<file path="src/rtl/fpnew_pkg.sv">
`default_nettype none
// ============================================================================
// Module : fpnew_pkg
// Brief  : Shared FPU types and the round-robin pointer helper.
// Rev    : 1.0  initial release
// ============================================================================
package fpnew_pkg;

  typedef struct packed {
    logic NV;
    logic DZ;
    logic OF;
    logic UF;
    logic NX;
  } status_t;

  function automatic int unsigned rr_next(input int unsigned idx, input int unsigned n);
    return (idx + 32'd1 >= n) ? 32'd0 : idx + 32'd1;
  endfunction

endpackage
`default_nettype wire

</file>
<file path="src/rtl/fpnew_rr_pick.sv">
`default_nettype none
// ============================================================================
// Module : fpnew_rr_pick
// Brief  : Combinational priority pick starting at a pointer, wrapping around.
// Rev    : 1.0  initial release
// ============================================================================
module fpnew_rr_pick #(
  parameter int unsigned NUM_REQ = 4,
  parameter int unsigned IDX_W   = 2
) (
  input  logic [NUM_REQ-1:0] req,
  input  logic [IDX_W-1:0]   ptr,
  output logic               gnt_valid,
  output logic [IDX_W-1:0]   gnt_idx
);

  // One extra bit holds ptr+offset before the wrap correction.
  logic [IDX_W:0] w_cand;

  always_comb begin
    gnt_valid = 1'b0;
    gnt_idx   = '0;
    w_cand    = '0;
    for (int unsigned off = 0; off < NUM_REQ; off++) begin
      w_cand = {1'b0, ptr} + (IDX_W+1)'(off);
      if (w_cand >= (IDX_W+1)'(NUM_REQ)) begin
        w_cand = w_cand - (IDX_W+1)'(NUM_REQ);
      end
      if (!gnt_valid && req[w_cand[IDX_W-1:0]]) begin
        gnt_valid = 1'b1;
        gnt_idx   = w_cand[IDX_W-1:0];
      end
    end
  end

endmodule
`default_nettype wire

</file>
<file path="src/rtl/fpnew_slice_result_arbiter.sv">
`default_nettype none
// ============================================================================
// Module : fpnew_slice_result_arbiter
// Brief  : Round-robin merge of format-slice results into one output register.
// Rev    : 1.0  initial release
// ============================================================================
module fpnew_slice_result_arbiter
  import fpnew_pkg::*;
#(
  parameter int unsigned NumSlices = 4,
  parameter int unsigned Width     = 64,
  parameter type         TagType   = logic,
  localparam int unsigned C_IDX_W  = (NumSlices > 1) ? $clog2(NumSlices) : 1
) (
  input  logic                                clk_i,
  input  logic                                rst_ni,
  input  logic [NumSlices-1:0][Width-1:0]     slice_result_i,
  input  status_t [NumSlices-1:0]             slice_status_i,
  input  logic [NumSlices-1:0]                slice_ext_bit_i,
  input  TagType [NumSlices-1:0]              slice_tag_i,
  input  logic [NumSlices-1:0]                slice_valid_i,
  output logic [NumSlices-1:0]                slice_ready_o,
  input  logic [NumSlices-1:0]                slice_busy_i,
  input  logic                                flush_i,
  output logic [Width-1:0]                    result_o,
  output status_t                             status_o,
  output logic                                extension_bit_o,
  output TagType                              tag_o,
  output logic [C_IDX_W-1:0]                  out_slice_o,
  output logic                                out_valid_o,
  input  logic                                out_ready_i,
  output logic                                busy_o
);

  logic               w_can_load;
  logic               w_gnt_valid;
  logic [C_IDX_W-1:0] w_gnt_idx;
  logic               w_grant;
  logic [C_IDX_W-1:0] w_ptr;

  logic               r_valid;
  logic [Width-1:0]   r_result;
  status_t            r_status;
  logic               r_ext;
  TagType             r_tag;
  logic [C_IDX_W-1:0] r_slice;

  fpnew_rr_pick #(
    .NUM_REQ (NumSlices),
    .IDX_W   (C_IDX_W)
  ) u_pick (
    .req       (slice_valid_i),
    .ptr       (w_ptr),
    .gnt_valid (w_gnt_valid),
    .gnt_idx   (w_gnt_idx)
  );

  assign w_can_load = ~r_valid | out_ready_i;
  // Flush suppresses the grant so the pointer and the slices stay untouched.
  assign w_grant    = w_can_load & ~flush_i & w_gnt_valid;

  always_comb begin
    slice_ready_o = '0;
    if (w_grant) slice_ready_o[w_gnt_idx] = 1'b1;
  end

  generate
    if (NumSlices > 1) begin : g_ptr_reg
      logic [C_IDX_W-1:0] r_ptr;
      always_ff @(posedge clk_i or negedge rst_ni) begin
        if (!rst_ni) begin
          r_ptr <= '0;
        end else if (w_grant) begin
          r_ptr <= C_IDX_W'(rr_next(32'(w_gnt_idx), NumSlices));
        end
      end
      assign w_ptr = r_ptr;
    end else begin : g_ptr_const
      assign w_ptr = '0;
    end
  endgenerate

  always_ff @(posedge clk_i or negedge rst_ni) begin
    if (!rst_ni) begin
      r_valid  <= 1'b0;
      r_result <= '0;
      r_status <= '0;
      r_ext    <= 1'b0;
      r_tag    <= '0;
      r_slice  <= '0;
    end else if (flush_i) begin
      r_valid  <= 1'b0;
    end else if (w_can_load) begin
      r_valid  <= w_gnt_valid;
      if (w_gnt_valid) begin
        r_result <= slice_result_i[w_gnt_idx];
        r_status <= slice_status_i[w_gnt_idx];
        r_ext    <= slice_ext_bit_i[w_gnt_idx];
        r_tag    <= slice_tag_i[w_gnt_idx];
        r_slice  <= w_gnt_idx;
      end
    end
  end

  assign result_o        = r_result;
  assign status_o        = r_status;
  assign extension_bit_o = r_ext;
  assign tag_o           = r_tag;
  assign out_slice_o     = r_slice;
  assign out_valid_o     = r_valid;
  assign busy_o          = r_valid | (|slice_busy_i);

endmodule
`default_nettype wire

</file>
<file path="config.mk">
export PLATFORM = sky130hd
export DESIGN_NAME = fpnew_slice_result_arbiter
export DESIGN_NICKNAME = d
export VERILOG_FILES = /design/src/rtl/fpnew_pkg.sv /design/src/rtl/fpnew_rr_pick.sv /design/src/rtl/fpnew_slice_result_arbiter.sv
export SDC_FILE = /design/constraint.sdc
export NUM_CORES = 1
export LEC_CHECK = 0
export BUFFER_PORTS_ARGS = -buffer_cell sky130_fd_sc_hd__buf_2
export CAP_MARGIN = 0
export CELL_PAD_IN_SITES_DETAIL_PLACEMENT = 1
export CELL_PAD_IN_SITES_GLOBAL_PLACEMENT = 2
export CORE_AREA = 2 2 147 149
export CTS_CLUSTER_SIZE = 28
export DETAILED_ROUTE_END_ITERATION = 8
export DIE_AREA = 0 0 149 151
export MAX_ROUTING_LAYER = met4
export PLACE_DENSITY = 0.77
export SYNTH_ARGS = -nofsm -noshare
export SYNTH_HDL_FRONTEND = slang
export SYNTH_HIERARCHICAL = 1
export SYNTH_SLANG_ARGS = --single-unit
</file>
<file path="constraint.sdc">
create_clock -name clk_i -period 2.81 [get_ports clk_i]
set_input_delay 0.1405 -clock clk_i [delete_from_list [all_inputs] [get_ports clk_i]]
set_output_delay 0.1405 -clock clk_i [all_outputs]
set_load 0.05 [all_outputs]
</file>
==> impl_metrics.env, run 1 <==
export IMPL_status="finished, violations left"
export IMPL_violations_in_the_final_reports="hold timing"
export IMPL_leakage_nw=3.37
export IMPL_top_library_cells_by_usage_in_the_layout_fill_and_taps_aside="sky130_fd_sc_hd__buf_2, sky130_fd_sc_hd__dfrtp_1, sky130_fd_sc_hd__mux2_2, sky130_fd_sc_hd__mux4_2, sky130_fd_sc_hd__clkbuf_16"
export IMPL_die_h_um=151
export IMPL_capturing_element_type_of_the_critical_path="primary output"
export IMPL_worst_endpoint_arrival_ns=2.34
export IMPL_first_pass_iters=3
export IMPL_syn_avg_cell_area_um2=16.9
export IMPL_critical_path_peak_fanout=75
export IMPL_endpoint_of_the_most_critical_register_to_register_path="result_o[46]"
export IMPL_maxCapViolCount=0
export IMPL_fp_dieW_um=149
export IMPL_syn_inst=279
export IMPL_top_level_ports=375
export IMPL_vdd_ir_drop_max_v=0.000376
export IMPL_startpoint_type="flip-flop"
export IMPL_clkLatencyLatePin_ns=0.34
export IMPL_worst_path_buf_inv=3
export IMPL_cts_htree_levels=3
export IMPL_aggregate_negative_setup_slack_ns=0
export IMPL_start_util_pct=22.6
export IMPL_antenna_violating_nets_post_route=0
export IMPL_first_global_vias=4655
export IMPL_cts_num_sinks=76
export IMPL_vias_per_std_cell=4.49
export IMPL_placement_io_buffers=374
export IMPL_synth_top_cells_by_area="sky130_fd_sc_hd__dfrtp_1, sky130_fd_sc_hd__mux4_2, sky130_fd_sc_hd__mux2_2, sky130_fd_sc_hd__buf_6, sky130_fd_sc_hd__ha_1"
export IMPL_critPathSlowestCell="sky130_fd_sc_hd__dfrtp_1"
export IMPL_min_path_type="in -> async"
export IMPL_ys_seq_elements=76
export IMPL_layout_cells_most_common="sky130_fd_sc_hd__buf_2"
export IMPL_grt_start_max_net_pins=77
export IMPL_power_density_nw_per_um2=1130
export IMPL_numPlacedInstances=909
export IMPL_final_layout_size_suffix_gt1_share_pct=83.7
export IMPL_ys_warnings_count=6
export IMPL_filler_cell_count=2418
export IMPL_synth_top_cell_area_share_pct=40.4
export IMPL_slew_limit_headroom_pct=32.2
export IMPL_grtUsageTotal_pct=15.1
export IMPL_detail_route_drc_violations=0
export IMPL_initialDrtViolationCount=77
export IMPL_critPathCapture="slice_ready_o[1]"
export IMPL_globalRoute_totalOverflow=0
export IMPL_synth_yosys_seq_area_share_pct=40.4
export IMPL_antenna_found_initial=1
export IMPL_path_clk_slew_ns=0.06
export IMPL_clock_path_buffers=2
export IMPL_flow_area_growth_from_synthesis_pct=52.0
export IMPL_placeableCoreArea_um2=20800
export IMPL_final_net_count=946
export IMPL_r2r_start="g_ptr_reg.r_ptr[0]"
export IMPL_fin_skew_ns=0.0108
export IMPL_synthDominantAreaCellType="sky130_fd_sc_hd__dfrtp_1"
export IMPL_cts_tree="done"
export IMPL_hold_slack_ns=-0.0119
export IMPL_die_area_um2=22500
export IMPL_finalHoldViolations=30
export IMPL_placement_setup_worst_slack_ns=0.480
export IMPL_cts_resized=0
export IMPL_worst_ep_required_ns=2.67
export IMPL_period_minus_slack_ns=2.48
export IMPL_cts_buffers_inserted=9
export IMPL_timing_critical_path_max_delay_family="buffers and inverters"
export IMPL_grt_setup_unrepaired="no"
export IMPL_floorplan_rows=53
export IMPL_gp_congestion=0.812
export IMPL_wire_length_of_the_first_global_routing_pass_um=25400
export IMPL_drt_total_wl_um=16800
export IMPL_finalNonFillerCells=927
export IMPL_setup_reg_to_reg_worst_slack_ns=0.50
export IMPL_dp_final_hpwl_um=13800
export IMPL_critical_path_depth=8
export IMPL_setup_viol=0
export IMPL_crit_start="g_ptr_reg.r_ptr[1]"
export IMPL_area_used_by_sequential_logic_in_the_layout_um2=1900
export IMPL_routed_via_count=4161
export IMPL_drv_slew=0
export IMPL_clock_fmax_mhz=403
export IMPL_min_period_over_period_pct=88.3
export IMPL_synthesis_nets=579
export IMPL_mappedNetlistArea_um2=4710
export IMPL_kind_of_critical_path="reg -> out"
export IMPL_setup_ws_ns=0.329
export IMPL_wire_per_inst_um=18.2
export IMPL_cts_root_buffer_cell="sky130_fd_sc_hd__clkbuf_16"
export IMPL_yosysUniqueCellTypes=22
export IMPL_multiInputGateArea_um2=2650
export IMPL_worst_pin_slew_ns=1.02
export IMPL_worst_r2r_path_depth=6
export IMPL_ordered_cell_list_for_the_critical_path="a21oi_1 > o21ai_0 > a21oi_4 > buf_12 > inv_1 > ha_1 > and2_1 > buf_2"
export IMPL_critical_path_max_stage_delay_ns=0.43
## synth_stat cells
master / n
sky130_fd_sc_hd__a21oi_1: 4
sky130_fd_sc_hd__a221o_1: 1
sky130_fd_sc_hd__and2_1: 4
sky130_fd_sc_hd__buf_1: 7
sky130_fd_sc_hd__buf_2: 8
sky130_fd_sc_hd__buf_4: 1
sky130_fd_sc_hd__buf_6: 8
sky130_fd_sc_hd__dfrtp_1: 76
sky130_fd_sc_hd__ha_1: 4
sky130_fd_sc_hd__inv_1: 6
sky130_fd_sc_hd__inv_2: 1
sky130_fd_sc_hd__mux2_2: 75
sky130_fd_sc_hd__mux4_2: 71
sky130_fd_sc_hd__nand2_1: 1
sky130_fd_sc_hd__nand2b_1: 1
sky130_fd_sc_hd__nand3_1: 1
sky130_fd_sc_hd__nor2_1: 5
sky130_fd_sc_hd__nor2b_1: 1
sky130_fd_sc_hd__nor3_1: 1
sky130_fd_sc_hd__nor3b_2: 1
sky130_fd_sc_hd__o21ai_0: 1
sky130_fd_sc_hd__o221ai_1: 1
## what timing repair did
action,CTS,global route
endpoints found under the hold margin,1,0
hold buffers,1,0
buffers inserted,0,0
setup endpoints to repair,0,0
## power breakdown
part	total, mW	internal (mW)	switching (mW)
Combinational	5.02	1.85	3.17
Clock	1.10	0.619	0.485
Sequential	1.93	1.65	0.283
Total	8.06	4.12	3.94
## logic make-up after synthesis
logic type / synth area share, %
multiplexers: 51.9
flip-flops: 40.4
buffers and inverters: 4.04
AND/OR/NAND/NOR: 1.75
AO/OA/AOI/OAI: 0.929
adder cells (fa/ha/maj): 1.06
## worst min-delay path by stage
stage | from | endpoint | slack [ns] | depth (start not counted)
5_1_grt | rst_ni | result_o[12] | 0.06 | 1
2_1_floorplan | rst_ni | extension_bit_o | -0.16 | 0
3_3_place_gp | flush_i | out_valid_o | 0.35 | 2
6_report | rst_ni | out_valid_o | -0.01 | 1
3_5_place_dp | flush_i | out_valid_o | 0.35 | 2
4_1_cts | rst_ni | result_o[12] | 0.02 | 1
## final cells by class
type                       instances  area share, %
clock inverter                     6          0.559
multi-input combinational        172           37.0
timing repair buffer             380           27.4
tap                              275           4.80
antenna                            1         0.0349
clock buffer                      10           3.34
inverter                           7          0.367
sequential                        76           26.6
## metrics by stage
step	power (mW)	area (um^2)	util [%]
after detailed placement	7.05	6870	33.0
final	8.06	7160	34.4
after global routing	8.54	7160	34.4
after floorplan	5.81	4710	-
after CTS	8.21	7160	34.4
after global placement	6.95	6870	33.0
## layer usage
| metal | vias up | GRT usage [%] | part of all wire, % |
|---|---|---|---|
| met1 | 2062 | 17.0 | 37 |
| li1 | 1865 | - | - |
| met3 | 15 | 4.22 | 8.1 |
| met4 | 0 | 3.62 | 1.2 |
| met5 | - | - | 0 |
| met2 | 219 | 26.6 | 54 |
## state kept, by name, summed over array words and instances, names as in the netlist
signal / flops
result_o: 64
status_o: 5
g_ptr_reg.r_ptr: 2
out_slice_o: 2
extension_bit_o: 1
out_valid_o: 1
tag_o: 1
No activity file was read; power rests on OpenSTA's default activity.
==> inputs of run 2 (changes only) <==
--- a/config.mk
+++ b/config.mk
@@ -9,12 +9,13 @@
 export CAP_MARGIN = 0
 export CELL_PAD_IN_SITES_DETAIL_PLACEMENT = 1
 export CELL_PAD_IN_SITES_GLOBAL_PLACEMENT = 2
-export CORE_AREA = 2 2 147 149
+export CORE_AREA = 2 2 144 146
+export CTS_BUF_LIST = sky130_fd_sc_hd__clkbuf_4 sky130_fd_sc_hd__clkbuf_8
 export CTS_CLUSTER_SIZE = 28
 export DETAILED_ROUTE_END_ITERATION = 8
-export DIE_AREA = 0 0 149 151
+export DIE_AREA = 0 0 146 148
 export MAX_ROUTING_LAYER = met4
-export PLACE_DENSITY = 0.77
+export PLACE_DENSITY = 0.8
 export SYNTH_ARGS = -nofsm -noshare
 export SYNTH_HDL_FRONTEND = slang
 export SYNTH_HIERARCHICAL = 1
==> run 2 against run 1 <==
Compared with the run above: global-route usage is 0.90 points higher; the run now fails in detailed routing (5_2_route); synthesized cell count unchanged; area after synthesis stayed put.
==> impl_metrics.env, run 2 <==
export IMPL_status="aborted with a tool error"
export IMPL_lastStage="detailed routing (5_2_route)"
export IMPL_toolErrorMsg="[ERROR DRT-0255] Maze Route cannot find path of net clk_i in worker of routeBox ( 96600 0 ) ( 146000 48300 )."
export IMPL_fp_dieW_um=146
export IMPL_first_global_vias=4747
export IMPL_cts_buffers_inserted=9
export IMPL_floorplan_rows=52
export IMPL_placement_setup_worst_slack_ns=0.453
export IMPL_post_cts_repair_setup_buffers=0
export IMPL_ys_dominant_reg_cell="sky130_fd_sc_hd__dfrtp_1"
export IMPL_top_level_ports=375
export IMPL_grtUsageTotal_pct=16.0
export IMPL_ys_seq_elements=76
export IMPL_cts_num_sinks=76
export IMPL_placement_io_buffers=374
export IMPL_synth_cells_most_frequent="sky130_fd_sc_hd__dfrtp_1, sky130_fd_sc_hd__mux2_2, sky130_fd_sc_hd__mux4_2"
export IMPL_numPlacedInstances=904
export IMPL_cts_resized=0
export IMPL_ys_warnings_count=6
export IMPL_start_util_pct=23.5
export IMPL_syn_inst=279
export IMPL_antenna_found_initial=0
export IMPL_synth_edf_count=0
export IMPL_synth_top_cells_by_area="sky130_fd_sc_hd__dfrtp_1, sky130_fd_sc_hd__mux4_2, sky130_fd_sc_hd__mux2_2, sky130_fd_sc_hd__buf_6, sky130_fd_sc_hd__ha_1"
export IMPL_grt_start_max_net_pins=77
export IMPL_wire_length_of_the_first_global_routing_pass_um=26000
export IMPL_die_h_um=148
export IMPL_asyncSetResetFlopFracSynth_pct=100
export IMPL_globalRoute_totalOverflow=0
export IMPL_synth_yosys_seq_area_share_pct=40.4
export IMPL_dp_final_hpwl_um=13700
export IMPL_mappedNetlistArea_um2=4710
export IMPL_synthesis_nets=579
export IMPL_cts_root_buffer_cell="sky130_fd_sc_hd__clkbuf_8"
export IMPL_clock_path_buffers=2
export IMPL_synth_most_common_cell="sky130_fd_sc_hd__dfrtp_1"
export IMPL_synthDominantAreaCellType="sky130_fd_sc_hd__dfrtp_1"
export IMPL_yosysUniqueCellTypes=22
export IMPL_gp_congestion=0.874
export IMPL_syn_avg_cell_area_um2=16.9
export IMPL_synth_top_cell_area_share_pct=40.4
export IMPL_cts_htree_levels=3
==> run 2: metrics by stage <==
| stage | cell area (um^2) | utilization, % |
|---|---|---|
| floorplan | 4710 | - |
| global placement | 6880 | 34.3 |
| detailed placement | 6880 | 34.3 |
| CTS | 7110 | 35.5 |
| global route | 7110 | 35.5 |
==> run 2: repair_timing <==
action                                  in CTS  in global routing
endpoints found under the setup margin       0                  0
hold buffers                                 2                  0
hold endpoints to repair                    73                  0
==> run 2: cells by family after synthesis <==
group           count (synthesis)  synth area share [%]
compound gates                  7                 0.929
fa+ha+maj                       4                  1.06
buf+inv                        31                  4.04
flops                          76                  40.4
mux                           146                  51.9
simple gates                   15                  1.75
==> run 2: routing by layer <==
metal  global-route usage [%]
met1                     17.9
met2                     28.3
met3                     4.23
met4                     4.61
met5                        -
==> inputs of run 3 (changes only) <==
==> config.mk (replaced) <==
export PLATFORM = sky130hd
export DESIGN_NAME = fpnew_slice_result_arbiter
export DESIGN_NICKNAME = d
export VERILOG_FILES = /design/src/rtl/fpnew_pkg.sv /design/src/rtl/fpnew_rr_pick.sv /design/src/rtl/fpnew_slice_result_arbiter.sv
export SDC_FILE = /design/constraint.sdc
export NUM_CORES = 1
export LEC_CHECK = 0
export BUFFER_PORTS_ARGS = -buffer_cell sky130_fd_sc_hd__buf_2
export CAP_MARGIN = 0
export CORE_AREA = 2 2 157 159
export DETAILED_ROUTE_END_ITERATION = 8
export DIE_AREA = 0 0 159 161
export PLACE_DENSITY_LB_ADDON = 0.15
export SYNTH_ARGS = -nofsm -noshare
export SYNTH_HDL_FRONTEND = slang
export SYNTH_HIERARCHICAL = 1
export SYNTH_SLANG_ARGS = --single-unit
==> run 3 against run 2 <==
Compared with the run above: global-route usage is 3.6 points lower; the flow now finishes, with violations (hold timing).
==> impl_metrics.env, run 3 (same netlist as run 1, synthesis figures left out) <==
export IMPL_leakage_nw=3.43
export IMPL_crit_start="g_ptr_reg.r_ptr[1]"
export IMPL_layout_cells_most_common="sky130_fd_sc_hd__buf_2"
export IMPL_first_pass_iters=4
export IMPL_drt_total_wl_um=16100
export IMPL_grtUsageTotal_pct=12.3
export IMPL_status="finished, violations left"
export IMPL_grt_setup_unrepaired="no"
export IMPL_ordered_cell_list_for_the_critical_path="a21oi_1 > o21ai_0 > a21oi_4 > buf_12 > inv_1 > ha_1 > and2_1 > buf_2"
export IMPL_antenna_violating_nets_post_route=0
export IMPL_fp_dieW_um=159
export IMPL_placement_setup_worst_slack_ns=0.484
export IMPL_cts_root_buffer_cell="sky130_fd_sc_hd__clkbuf_16"
export IMPL_worst_pin_slew_ns=1.04
export IMPL_worst_r2r_path_depth=6
export IMPL_worst_ep_required_ns=2.67
export IMPL_flip_flop_count_of_the_largest_register_all_copies_and_words_added=64
export IMPL_top_library_cells_by_usage_in_the_layout_fill_and_taps_aside="sky130_fd_sc_hd__buf_2, sky130_fd_sc_hd__dfrtp_1, sky130_fd_sc_hd__mux2_2, sky130_fd_sc_hd__mux4_2, sky130_fd_sc_hd__clkbuf_16"
export IMPL_placement_io_buffers=374
export IMPL_final_net_count=946
export IMPL_critical_path_depth=8
export IMPL_startpoint_type="flip-flop"
export IMPL_grt_start_max_net_pins=77
export IMPL_die_area_um2=25600
export IMPL_dp_final_hpwl_um=12600
export IMPL_min_path_type="in -> async"
export IMPL_start_util_pct=19.7
export IMPL_top_level_ports=375
export IMPL_aggregate_negative_setup_slack_ns=0
export IMPL_cts_resized=0
export IMPL_kind_of_critical_path="reg -> out"
export IMPL_initialDrtViolationCount=149
export IMPL_critical_path_peak_fanout=75
export IMPL_cts_buffers_inserted=9
export IMPL_floorplan_rows=57
export IMPL_fin_skew_ns=0.0123
export IMPL_capturing_element_type_of_the_critical_path="primary output"
export IMPL_timing_critical_path_max_delay_family="buffers and inverters"
export IMPL_finalHoldViolations=11
export IMPL_path_clk_slew_ns=0.07
export IMPL_final_layout_size_suffix_gt1_share_pct=83.7
export IMPL_period_minus_slack_ns=2.47
export IMPL_wire_per_inst_um=16.6
export IMPL_placeableCoreArea_um2=24000
export IMPL_maxCapViolCount=0
export IMPL_first_global_vias=4453
export IMPL_vdd_ir_drop_max_v=0.000499
export IMPL_setup_viol=0
export IMPL_min_period_over_period_pct=88.0
export IMPL_clkLatencyLatePin_ns=0.34
export IMPL_detail_route_drc_violations=0
export IMPL_clock_path_buffers=2
export IMPL_worst_endpoint_arrival_ns=2.33
export IMPL_cts_tree="done"
export IMPL_critPathSlowestCell="sky130_fd_sc_hd__dfrtp_1"
export IMPL_drv_slew=0
export IMPL_vias_per_std_cell=4.29
export IMPL_num_antenna_cells=0
export IMPL_violations_in_the_final_reports="hold timing"
export IMPL_r2r_start="g_ptr_reg.r_ptr[0]"
export IMPL_die_h_um=161
export IMPL_globalRoute_totalOverflow=0
export IMPL_cts_htree_levels=3
export IMPL_power_density_nw_per_um2=1150
export IMPL_hold_slack_ns=-0.0174
export IMPL_slew_limit_headroom_pct=30.5
export IMPL_gp_congestion=0.918
export IMPL_critical_path_max_stage_delay_ns=0.42
export IMPL_cts_num_sinks=76
export IMPL_setup_ws_ns=0.338
export IMPL_flow_area_growth_from_synthesis_pct=55.2
export IMPL_worst_path_buf_inv=3
export IMPL_wire_length_of_the_first_global_routing_pass_um=24500
export IMPL_routed_via_count=4175
export IMPL_clock_fmax_mhz=404
export IMPL_antenna_found_initial=2
run 3: final timing paths:
| check | endpoint | slack [ns] |
|---|---|---|
| max in group asynchronous | status_o[0] | 2.15 |
| min in group clk_i | out_valid_o | 0.12 |
| worst max register to register | result_o[50] | 0.49 |
| worst max-delay path | slice_ready_o[0] | 0.34 |
| worst min-delay path | result_o[51] | -0.02 |
| worst min register to register | result_o[20] | 0.50 |
run 3: timing repair:
| action | CTS | global route |
|---|---|---|
| hold buffers | 1 | 0 |
| setup buffers | 0 | 0 |
| endpoints found under the hold margin | 1 | 0 |
| setup endpoints to repair | 0 | 0 |
run 3: where the power goes:
| group | leakage (nW) | switching, mW | internal (mW) |
|---|---|---|---|
| clock | 0.182 | 0.483 | 1.00 |
| sequential | 0.889 | 0.296 | 1.65 |
| combinational | 2.36 | 3.11 | 1.85 |
run 3: area by class of cell:
class | count | area, um^2
Clock buffer | 11 | 253
Clock inverter | 4 | 120
Fill cell | 2526 | 16600
Inverter | 7 | 26.3
Multi-Input combinational cell | 172 | 2650
Sequential cell | 76 | 1900
Tap cell | 324 | 405
Timing Repair Buffer | 380 | 1960
run 3: routing by layer:
metal  wire, um  up-vias  part of all wire (%)  GRT usage (%)
met5         27        -                  0.17              0
met4        269        4                   1.7           3.84
met3       1420       20                   8.8           4.31
met2       8610      226                    53           23.0
met1       5800     2067                    36           13.1
li1           -     1858                     -              -
run 3: through the flow:
stage / total power, mW / hold slack [ns] / utilization [%] / cell area, um^2 / cells
6_report: 8.39 / -0.0174 / 30.5 / 7310 / 974
5_1_grt: 8.85 / 0.0742 / 30.5 / 7310 / 974
4_1_cts: 8.56 / 0.0255 / 30.5 / 7310 / 974
3_5_place_dp: 7.00 / 0.357 / 28.9 / 6930 / 958
3_3_place_gp: 6.95 / 0.346 / 28.9 / 6930 / 958
2_1_floorplan: 5.81 / -0.155 / - / 4710 / 279
